--- config.mk ---
export PLATFORM = sky130hd
export DESIGN_NAME = sat_counter
export DESIGN_NICKNAME = d
export VERILOG_FILES = /design/src/rtl/fibo_seq_checker_sat_counter.sv
export SDC_FILE = /design/constraint.sdc
export NUM_CORES = 1
export LEC_CHECK = 0
export BUFFER_PORTS_ARGS = -buffer_cell sky130_fd_sc_hd__buf_2
export CAP_MARGIN = 20
export CORE_MARGIN = 8
export CORE_UTILIZATION = 31
export CTS_BUF_LIST = sky130_fd_sc_hd__clkbuf_4
export DETAILED_ROUTE_END_ITERATION = 6
export SETUP_SLACK_MARGIN = 0.02
export SYNTH_ARGS = -nofsm -noshare
export SYNTH_HDL_FRONTEND = slang
export SYNTH_SLANG_ARGS = --single-unit
--- constraint.sdc ---
create_clock -name clk -period 2.54 [get_ports clk]
set_input_delay 0.508 -clock clk [delete_from_list [all_inputs] [get_ports clk]]
set_output_delay 0.508 -clock clk [all_outputs]
set_load 0.02 [all_outputs]
--- src/rtl/fibo_seq_checker_sat_counter.sv ---
// Saturating event counter with synchronous clear (priority over inc) and
// asynchronous active-low reset.
module sat_counter #(
  parameter int CNT_W = 8
) (
  input  logic             clk,
  input  logic             rst_n,
  input  logic             clr,
  input  logic             inc,
  output logic [CNT_W-1:0] count
);

  localparam logic [CNT_W-1:0] CNT_MAX = {CNT_W{1'b1}};
  localparam logic [CNT_W-1:0] CNT_ONE = {{(CNT_W-1){1'b0}}, 1'b1};

  logic [CNT_W-1:0] count_r;

  // Count register: holds at all-ones instead of wrapping.
  always_ff @(posedge clk or negedge rst_n) begin
    if (!rst_n) begin
      count_r <= {CNT_W{1'b0}};
    end else if (clr) begin
      count_r <= {CNT_W{1'b0}};
    end else if (inc && (count_r != CNT_MAX)) begin
      count_r <= count_r + CNT_ONE;
    end else begin
      count_r <= count_r;
    end
  end

  assign count = count_r;

endmodule

==> results of run 1 <==
worst max path at each step:
stage	startpoint	endpoint	cells past startpoint
final	count[0]	count[0]	4
after global routing	count[0]	count[0]	4
after CTS	count[0]	count[0]	4
after detailed placement	count[0]	count[0]	4
after global placement	count[0]	count[0]	4
after floorplan	count[0]	count[0]	4
synthesized netlist by cell type (all sizes together) (2+ instances only):
cell type / number / area [µm²]
mux2: 2 / 22.5
nand3: 3 / 20.0
and4: 2 / 18.8
nand2b: 3 / 18.8
nor2: 2 / 7.51
nand2: 2 / 7.51
dfrtp: 8 / 200
a21oi: 3 / 15.0
nor3: 4 / 20.0
nor2b: 3 / 18.8
inv: 2 / 7.51
final cells by class:
class,instances,area (µm²)
timing repair buffer,11,55.1
inverter,2,7.51
fill,157,901
multi-input combinational,37,248
sequential,8,200
clock buffer,3,22.5
tap,16,20.0
power by group through the flow:
stage	registers, mW	logic (mW)	clock network [mW]
2_1_floorplan	0.140	0.0130	0
4_1_cts	0.135	0.0271	0.101
3_5_place_dp	0.137	0.0268	0
6_report	0.135	0.0265	0.0956
3_3_place_gp	0.137	0.0270	0
5_1_grt	0.136	0.0297	0.110
worst register-to-register path, delay by kind of cell (launching register included):
kind,cells,cell delay [ps]
AO/OA/AOI/OAI,1,220
adder cells (fa/ha/maj),1,290
flip-flops,1,420
multiplexers,1,360
AND/OR/NAND/NOR,1,290
routing by layer:
layer / up-vias / global-route usage [%] / wire [µm]
met5: - / 0 / 0
met4: 0 / 2.46 / 0
met3: 0 / 4.89 / 81
met2: 14 / 12.5 / 474
met1: 188 / 9.50 / 490
li1: 206 / - / -
through the flow:
| step | util (%) | hold WS [ps] | cell area, µm² | setup WS, ps | std cells |
|---|---|---|---|---|---|
| floorplan | - | 212 | 464 | 849 | 49 |
| finish | 38.0 | 97.0 | 553 | 843 | 77 |
| CTS | 38.0 | 93.0 | 553 | 841 | 77 |
| global placement | 36.5 | 365 | 531 | 893 | 74 |
| detailed placement | 36.5 | 367 | 531 | 850 | 74 |
| global route | 38.0 | 95.4 | 553 | 770 | 77 |
logic make-up (layout without fill, tap and decap cells):
group	count (synthesis)	in the layout	synth area share, %
AND/OR/NAND/NOR	24	24	31.0
adder cells (fa/ha/maj)	1	1	2.69
AO/OA/AOI/OAI	9	9	12.7
multiplexers	3	3	7.01
flip-flops	8	8	43.1
buffers and inverters	4	16	3.50
==> metrics.md, run 1 <==
| Metric | Value |
|---|---|
| H-tree levels | `1` |
| Internal power | `0.195 mW` |
| Clk_lat worst skew | `250 ps` |
| CTS root buf | `clkbuf_4` |
| Die W | `54.7 µm` |
| Worst slew pin tran | `397 ps` |
| Cell area after synthesis | `464 µm²` |
| Clock Sinks | `8` |
| Largest delay share family, worst path | `flip-flops` |
| Max_cap viols | `0` |
| Pwr dens | `465 nW/µm²` |
| Via count of the routed design | `just over 400` |
| DRT antenna net count | `0` |
| Syn nets | `54` |
| CP Class | `register to register` |
| Required time worst endpoint | `2680 ps` |
| DRT Pass-1 Iters | `4` |
| Pins Over Slew Limit | `0` |
| Vias per cell | `between 5 and 6` |
| Slowest-stage cell, CP | `dfrtp_1` |
| Die height | `54.7 µm` |
| RSZ-0062 raised after global routing | `no` |
| GR Overflow Total | `0` |
| R2r setup slk | `approximately 840 ps` |
| Static leakage | `roughly 0.25 nW` |
| Dpl hpwl | `783 µm` |
| Cts repair resizes | `0` |
| Die ar. | `between 2000 and 3000 µm²` |
| WL per Instance | `around 14 µm` |
| First-pass GRT wire length | `1770 µm` |
| Max-slew headroom | `72.8%` |
| Critical Path AT | `1830 ps` |
| Switching power total | `0.0623 mW` |
| Vias in the first global route | `405` |
| Fin nets | `68` |
| Most common cell after layout, fill and taps aside | `buf_2` |
| Setup TNS | `0 ps` |
| TritonCTS clock tree | `built` |
| Average size of a mapped cell | `between 9 and 10 µm²` |
| Hold WC Path Type | `input pin to async pin` |
| Largest net degree at the start of global routing | `12` |
| Sw frac | `24.2%` |
| Origin of the critical flop-to-flop path | `count[0]` |
| Final min period | `1700 ps` |
| Status | `finished, final reports clean` |
| Commonest cells after routing, fill and taps aside | `11 x buf_2, 8 x dfrtp_1, 4 x nor3_1` |
| Crit-path max cell delay | `420 ps` |
| Crit-path cells | `ha_1 > and4_2 > a21boi_1 > mux2_2` |
| Drt initial violations | `9` |
| Synthesized flop and latch total | `8` |
| DRC | `0` |
| Cts bufs inserted | `3` |
| Gpl congestion | `0.789` |
| Hold_buf cts | `0` |
| Peak VDD IR | `0.000288 V` |
| Power share of the clock group | `37.2%` |
| Number of flip-flops under the largest register name | `8` |
| Rows | `14` |
| Post-CTS setup buffers | `0` |
| Worst Path Max Fanout | `7` |
| Reg power frac | `52.5%` |
| DRT Wirelength | `1050 µm` |
| ANT cells | `0` |
| Post-synth cell types | `28` |
| YS warnings | `0` |
| Core area | `~1500 µm²` |
| Initial antenna violation count | `0` |
| Async set or reset register ratio after synthesis | `100%` |
| Io pins | `12` |
| Synth Flop Type | `dfrtp_1` |
| Sequential area share after synthesis | `43.1%` |
| Final setup violation count | `0` |
| Comb power frac | `10.3%` |
| Area delta synth->final | `19.1%` |
| Maximum buffer depth of the clock tree | `2` |
| WP buf/inv | `0` |
| Clock-pin slew on the worst setup and hold paths | `50 ps` |
| Final hold viol count | `0` |
| Startpoint types | `register` |
| Effective utilization at floorplan | `a little under a third` |
| FF-to-FF End | `count[0]` |
| Buffers on Ports | `11` |
| Post-synth EDFFs | `0` |
| Layout cells sized above 1 | `29.5%` |
| Cells after Synth | `49` |
| Total power | `0.257 mW` |
| All-Layer GR Usage | `8.22%` |
| Final worst path period share | `between 60% and 70%` |
| Clk_skew | `0.215 ps` |
| Worst setup EP type | `register` |
| FMAX | `between 0.5 and 0.6 GHz` |
| Worst R2R Path Depth | `4` |
No activity file was read; power rests on OpenSTA's default activity.
==> run 2, diff against run 1 <==
==> constraint.sdc (replaced) <==
create_clock -name clk -period 1.53 [get_ports clk]
set_input_delay 0.306 -clock clk [delete_from_list [all_inputs] [get_ports clk]]
set_output_delay 0.306 -clock clk [all_outputs]
set_load 0.02 [all_outputs]
==> run 2 against run 1 <==
Against the previous run: sequential share of layout area fell by 3.5 points; non-clock buffer count rose by 5; sequential power rose by 67%; first-iteration DRC count fell by 67%; clock power rose by 100%; maximum frequency rose by 16%; total power rose by 87%; combinational power rose by 140%; critical endpoint unchanged.
==> metrics.md, run 2 (same netlist as run 1, synthesis figures left out) <==
| Metric | Value |
|---|---|
| Max_cap viols | `0 (unchanged)` |
| Place WS | `49.5 ps (-801 ps)` |
| Io pins | `12 (unchanged)` |
| FMAX | `0.684 GHz (+16%)` |
| ANT cells | `0 (unchanged)` |
| Worst slew pin tran | `361 ps (-36.9 ps)` |
| Cts bufs inserted | `3 (unchanged)` |
| Final-layout fill cell count | `151 (-3.8%)` |
| Final hold viol count | `0 (unchanged)` |
| Maximum buffer depth of the clock tree | `2 (unchanged)` |
| DRC | `0 (unchanged)` |
| Final min period | `1460 ps (-235 ps)` |
| Die height | `54.7 µm (unchanged)` |
| Layout cells sized above 1 | `40.3% (+11 points)` |
| Die ar. | `2990 µm² (unchanged)` |
| FF/Latch Area | `203 µm² (+1.2%)` |
| Pwr dens | `775 nW/µm² (+67%)` |
| Clk_skew | `7.96 ps (+7.75 ps)` |
| GR Overflow Total | `0 (unchanged)` |
| Critical Path AT | `1610 ps (-220 ps)` |
| Most common cell after layout, fill and taps aside | `buf_2` |
| Setup TNS | `0 ps (unchanged)` |
| First-pass GRT wire length | `1700 µm (-3.9%)` |
| Startpoint types | `register` |
| DRT antenna net count | `0 (unchanged)` |
| Gpl congestion | `0.709 (-10%)` |
| CP Class | `register to register` |
| Required time worst endpoint | `1670 ps (-1010 ps)` |
| Fin nets | `73 (+7.4%)` |
| Clk_lat worst skew | `260 ps (about the same)` |
| Vias in the first global route | `410 (+1.2%)` |
| WL per Instance | `12.9 µm (-4.7%)` |
| H-tree levels | `1 (unchanged)` |
| Dpl hpwl | `757 µm (-3.3%)` |
| All-Layer GR Usage | `8.11% (-0.10 points)` |
| TritonCTS clock tree | `built` |
| Pins Over Slew Limit | `0 (unchanged)` |
| Largest net degree at the start of global routing | `12 (unchanged)` |
| RSZ-0062 raised after global routing | `no` |
| Clock-pin slew on the worst setup and hold paths | `60 ps (about the same)` |
| Via count of the routed design | `438 (+7.4%)` |
| Buffers on Ports | `11 (unchanged)` |
| Area delta synth->final | `33.7%` |
| Max-slew headroom | `75.3% (+2.5 points)` |
| Drt initial violations | `3 (-6)` |
| CTS root buf | `clkbuf_4` |
| Number of flip-flops under the largest register name | `8 (unchanged)` |
| Peak VDD IR | `0.000444 V (+54%)` |
| Hold WC Path Type | `input pin to register` |
| Static leakage | `0.281 nW (+10%)` |
| Worst Path Max Fanout | `7 (unchanged)` |
| Die W | `54.7 µm (unchanged)` |
| Initial antenna violation count | `0 (unchanged)` |
| DRT Wirelength | `1070 µm (+2.7%)` |
| Final worst path period share | `95.5% (+29 points)` |
| Clock Sinks | `8 (unchanged)` |
| Final setup violation count | `0 (unchanged)` |
| Core area | `1450 µm² (unchanged)` |
| Status | `finished, final reports clean` |
| Multi-input logic area | `265 µm² (+7.1%)` |
| Vias per cell | `5.28 (-0.41%)` |
| Effective utilization at floorplan | `31.9% (unchanged)` |
| Commonest cells after routing, fill and taps aside | `11 x buf_2, 6 x dfrtp_1, 4 x nor3_1, 4 x clkbuf_4, 4 x buf_4` |
| Worst setup EP type | `register` |
| DRT Pass-1 Iters | `4 (unchanged)` |
| Final worst slack | `68.4 ps (-775 ps)` |
| Rows | `14 (unchanged)` |
[run 2: final cells by class]
class	count	share of cell area, %
repair buffers	16	15.3
multi-input cells	37	42.7
inverters	2	1.21
well taps	16	3.23
clock buffers	4	4.84
flip-flops and latches	8	32.7
[run 2: layer usage]
metal  GRT usage [%]  routed length (µm)  vias to the layer above
met3            4.89                  89                        2
met5               0                   0                        -
li1                -                   -                      218
met2            12.5                 461                       10
met1            8.74                 513                      208
met4            3.69                  10                        0
[run 2: power breakdown]
group	switching (mW)	total [mW]	leakage, nW	internal, mW
sequential	0.00735	0.225	0.107	0.218
combinational	0.0329	0.0647	0.155	0.0318
clock	0.0738	0.191	0.0184	0.118
total	0.114	0.481	0.281	0.367
[run 2: worst paths after layout]
| kind | start | slack, ps | cells after the start | end |
|---|---|---|---|---|
| setup / recovery | count[0] | 70 | 4 | count[0] |
| hold / removal | clr | 370 | 2 | count[5] |
| setup reg to reg | count[0] | 70 | 4 | count[0] |
| hold reg to reg | count[7] | 580 | 2 | count[7] |
| max in group asynchronous | rst_n | 920 | 2 | count[1] |
| min in group asynchronous | rst_n | 420 | 2 | count[5] |
[run 2: per-stage QoR]
stage	power [mW]	area [µm²]	hold slack (ps)	instances	utilization (%)
5_1_grt	0.515	621	369	83	42.7
2_1_floorplan	0.260	484	10.4	49	-
3_5_place_dp	0.279	551	162	74	37.9
4_1_cts	0.478	591	357	79	40.6
3_3_place_gp	0.277	551	165	74	37.9
6_report	0.481	621	367	83	42.7
[run 2: what timing repair did]
action,4_1_cts,5_1_grt
setup endpoints to repair,0,1
hold buffers,1,0
buffers inserted,0,4
hold endpoints to repair,8,0
resized for setup,0,0
[run 2: critical path, stage by stage, from the launching register on]
cell	delay (ps)
dfrtp_2	430
ha_4	190
and4_4	200
a21boi_2	180
mux2_2	340
==> run 3, diff against run 2 <==
--- a/config.mk
+++ b/config.mk
@@ -11,6 +11,7 @@
 export CORE_UTILIZATION = 31
 export CTS_BUF_LIST = sky130_fd_sc_hd__clkbuf_4
 export DETAILED_ROUTE_END_ITERATION = 6
+export PLACE_DENSITY = 0.61
 export SETUP_SLACK_MARGIN = 0.02
 export SYNTH_ARGS = -nofsm -noshare
 export SYNTH_HDL_FRONTEND = slang
==> run 3 against run 2 <==
Against the previous run: global-route usage increased by 0.26 points; worst hold slack got worse by 10 ps; via count shrank 2.7%; cell area fell by 1.2%; non-clock buffer count decreased by 1; maximum frequency grew 1.1%; critical path depth did not move; register-to-register slack improved by 20 ps; clock skew rose by 2.3 ps; core utilization fell by 0.52 points; cell count decreased by 1.2%; critical path type unchanged; highest routed layer unchanged.
==> metrics.md, run 3 (same netlist as run 1, synthesis figures left out) <==
| Metric | Value |
|---|---|
| Crit-path cells | `ha_4 > and4_4 > a21oi_1 > mux2_2` |
| Total power | `0.476 mW (-0.97%)` |
| Commonest cells after routing, fill and taps aside | `11 x buf_2, 6 x dfrtp_1, 4 x nor3_1, 4 x clkbuf_4` |
| Uppermost routed layer | `met4` |
| Max-slew headroom | `75.0% (-0.34 points)` |
| WL per Instance | `13.1 µm (+1.6%)` |
| Final hold viol count | `0 (unchanged)` |
| H-tree levels | `1 (unchanged)` |
| Io pins | `12 (unchanged)` |
| GR Overflow Total | `0 (unchanged)` |
| Clock-pin slew on the worst setup and hold paths | `60 ps (about the same)` |
| WL met1 | `543 µm (+5.8%)` |
| Crit-path max cell delay | `440 ps (about the same)` |
| Clock Sinks | `8 (unchanged)` |
| Via count of the routed design | `426 (-2.7%)` |
| Sw frac | `24.1% (+0.43 points)` |
| Die ar. | `2990 µm² (unchanged)` |
| Final min period | `1450 ps (-16.3 ps)` |
| Pins Over Slew Limit | `0 (unchanged)` |
| Vias per cell | `5.20 (-1.6%)` |
| Fin nets | `72 (-1.4%)` |
| Peak VDD IR | `0.000386 V (-13%)` |
| Rows | `14 (unchanged)` |
| Internal power | `0.362 mW (-1.5%)` |
| Startpoint types | `register` |
| DRT antenna net count | `0 (unchanged)` |
| Max_cap viols | `0 (unchanged)` |
| DRT Pass-1 Iters | `4 (unchanged)` |
| Worst slew pin tran | `366 ps (+5.02 ps)` |
| Static leakage | `0.276 nW (-1.8%)` |
| CP Class | `register to register` |
| Power share of the clock group | `40.8% (+1.0 points)` |
| RSZ-0062 raised after global routing | `no` |
| Area delta synth->final | `32.1%` |
| Required time worst endpoint | `1660 ps (about the same)` |
| Status | `finished, final reports clean` |
| Cts bufs inserted | `3 (unchanged)` |
| First-pass GRT wire length | `1780 µm (+4.5%)` |
| Final worst path period share | `94.5% (-1.1 points)` |
| Number of flip-flops under the largest register name | `8 (unchanged)` |
| Largest net degree at the start of global routing | `12 (unchanged)` |
| All-Layer GR Usage | `8.37% (+0.26 points)` |
| Clk_skew | `10.2 ps (+2.25 ps)` |
| Final-layout fill cell count | `137 (-9.3%)` |
| Worst setup EP type | `register` |
| FMAX | `0.692 GHz (+1.1%)` |
| Vias in the first global route | `391 (-4.6%)` |
| Core area | `1450 µm² (unchanged)` |
| Dpl hpwl | `790 µm (+4.3%)` |
| Setup TNS | `0 ps (unchanged)` |
| Drt initial violations | `2 (-1)` |
| Slowest-stage cell, CP | `dfrtp_2` |
| CTS root buf | `clkbuf_4` |
| Die W | `54.7 µm (unchanged)` |
| ANT cells | `0 (unchanged)` |
| Switching power total | `0.115 mW (+0.83%)` |
| Initial antenna violation count | `0 (unchanged)` |
| Hold WC Path Type | `input pin to register` |
| DRT Wirelength | `1080 µm (+0.37%)` |
| Gpl congestion | `0.774 (+9.1%)` |
| Effective utilization at floorplan | `31.9% (unchanged)` |
| Worst Path Max Fanout | `7 (unchanged)` |
| Comb power frac | `11.9% (-1.5 points)` |
| DRC | `0 (unchanged)` |
| Clk_lat worst skew | `260 ps (about the same)` |
| Layout cells sized above 1 | `39.4% (-0.90 points)` |
| Buffers on Ports | `11 (unchanged)` |
| Final setup violation count | `0 (unchanged)` |
| Die height | `54.7 µm (unchanged)` |
| Critical Path AT | `1580 ps (-30 ps)` |
| Pwr dens | `777 nW/µm² (+0.24%)` |
| Most common cell after layout, fill and taps aside | `buf_2` |
| Met3 WL | `96 µm (+7.9%)` |
| TritonCTS clock tree | `built` |
| Met2 Wirelength | `428 µm (-7.2%)` |
| Maximum buffer depth of the clock tree | `2 (unchanged)` |
| Reg power frac | `47.2% (+0.4 points)` |
==> run 3: cell count changes in the layout (fill, tap and decap cells not counted) <==
| cell | before | now |
|---|---|---|
| buf_4 | 4 | 3 |
==> run 3: area by class of cell <==
class | instances | area, µm² | area share, %
flip-flops and latches | 8 | 203 | 33.1
multi-input cells | 37 | 265 | 43.3
well taps | 16 | 20.0 | 3.27
repair buffers | 15 | 87.6 | 14.3
inverters | 2 | 7.51 | 1.22
clock buffers | 4 | 30.0 | 4.90
==> run 3: repair_timing <==
action	in CTS	in global routing
gates resized for setup	0	0
hold endpoints to repair	8	0
buffers inserted	0	2
endpoints found under the setup margin	0	2
hold buffers	1	0
==> run 3: worst max-delay path: cells and delay by family, from the launching register on <==
kind,cells,cell delay [ps]
simple gates,1,200
mux,1,340
compound gates,1,150
flops,1,440
fa+ha+maj,1,190
==> run 3: worst paths after layout <==
path / start / end / cells past startpoint / slack, ps
max in group asynchronous: rst_n / count[1] / 2 / 920
min in group asynchronous: rst_n / count[7] / 2 / 420
min: clr / count[7] / 2 / 360
max reg2reg: count[0] / count[3] / 4 / 80
max: count[0] / count[3] / 4 / 80
min reg2reg: count[6] / count[6] / 2 / 620
==> run 3: power by group through the flow <==
| stage | logic [mW] | clock network, mW | registers [mW] |
|---|---|---|---|
| 4_1_cts | 0.0495 | 0.205 | 0.227 |
| 3_3_place_gp | 0.0468 | 0 | 0.230 |
| 6_report | 0.0569 | 0.195 | 0.225 |
| 3_5_place_dp | 0.0472 | 0 | 0.231 |
| 5_1_grt | 0.0651 | 0.219 | 0.226 |
| 2_1_floorplan | 0.0238 | 0 | 0.236 |
==> run 3: layer usage <==
metal	vias to the layer above	GRT usage [%]
met5	-	0
met2	14	11.5
met1	194	10.7
met4	0	4.92
li1	216	-
met3	2	3.26
==> run 3: stage by stage <==
stage,std cells,instance area (µm²),worst slack (ps),utilization (%),hold slack [ps]
2_1_floorplan,49,484,52.4,-,10.4
3_3_place_gp,75,558,73.2,38.4,161
3_5_place_dp,75,558,58.3,38.4,168
4_1_cts,80,598,49.4,41.1,348
5_1_grt,82,613,28.4,42.2,366
6_report,82,613,84.6,42.2,356
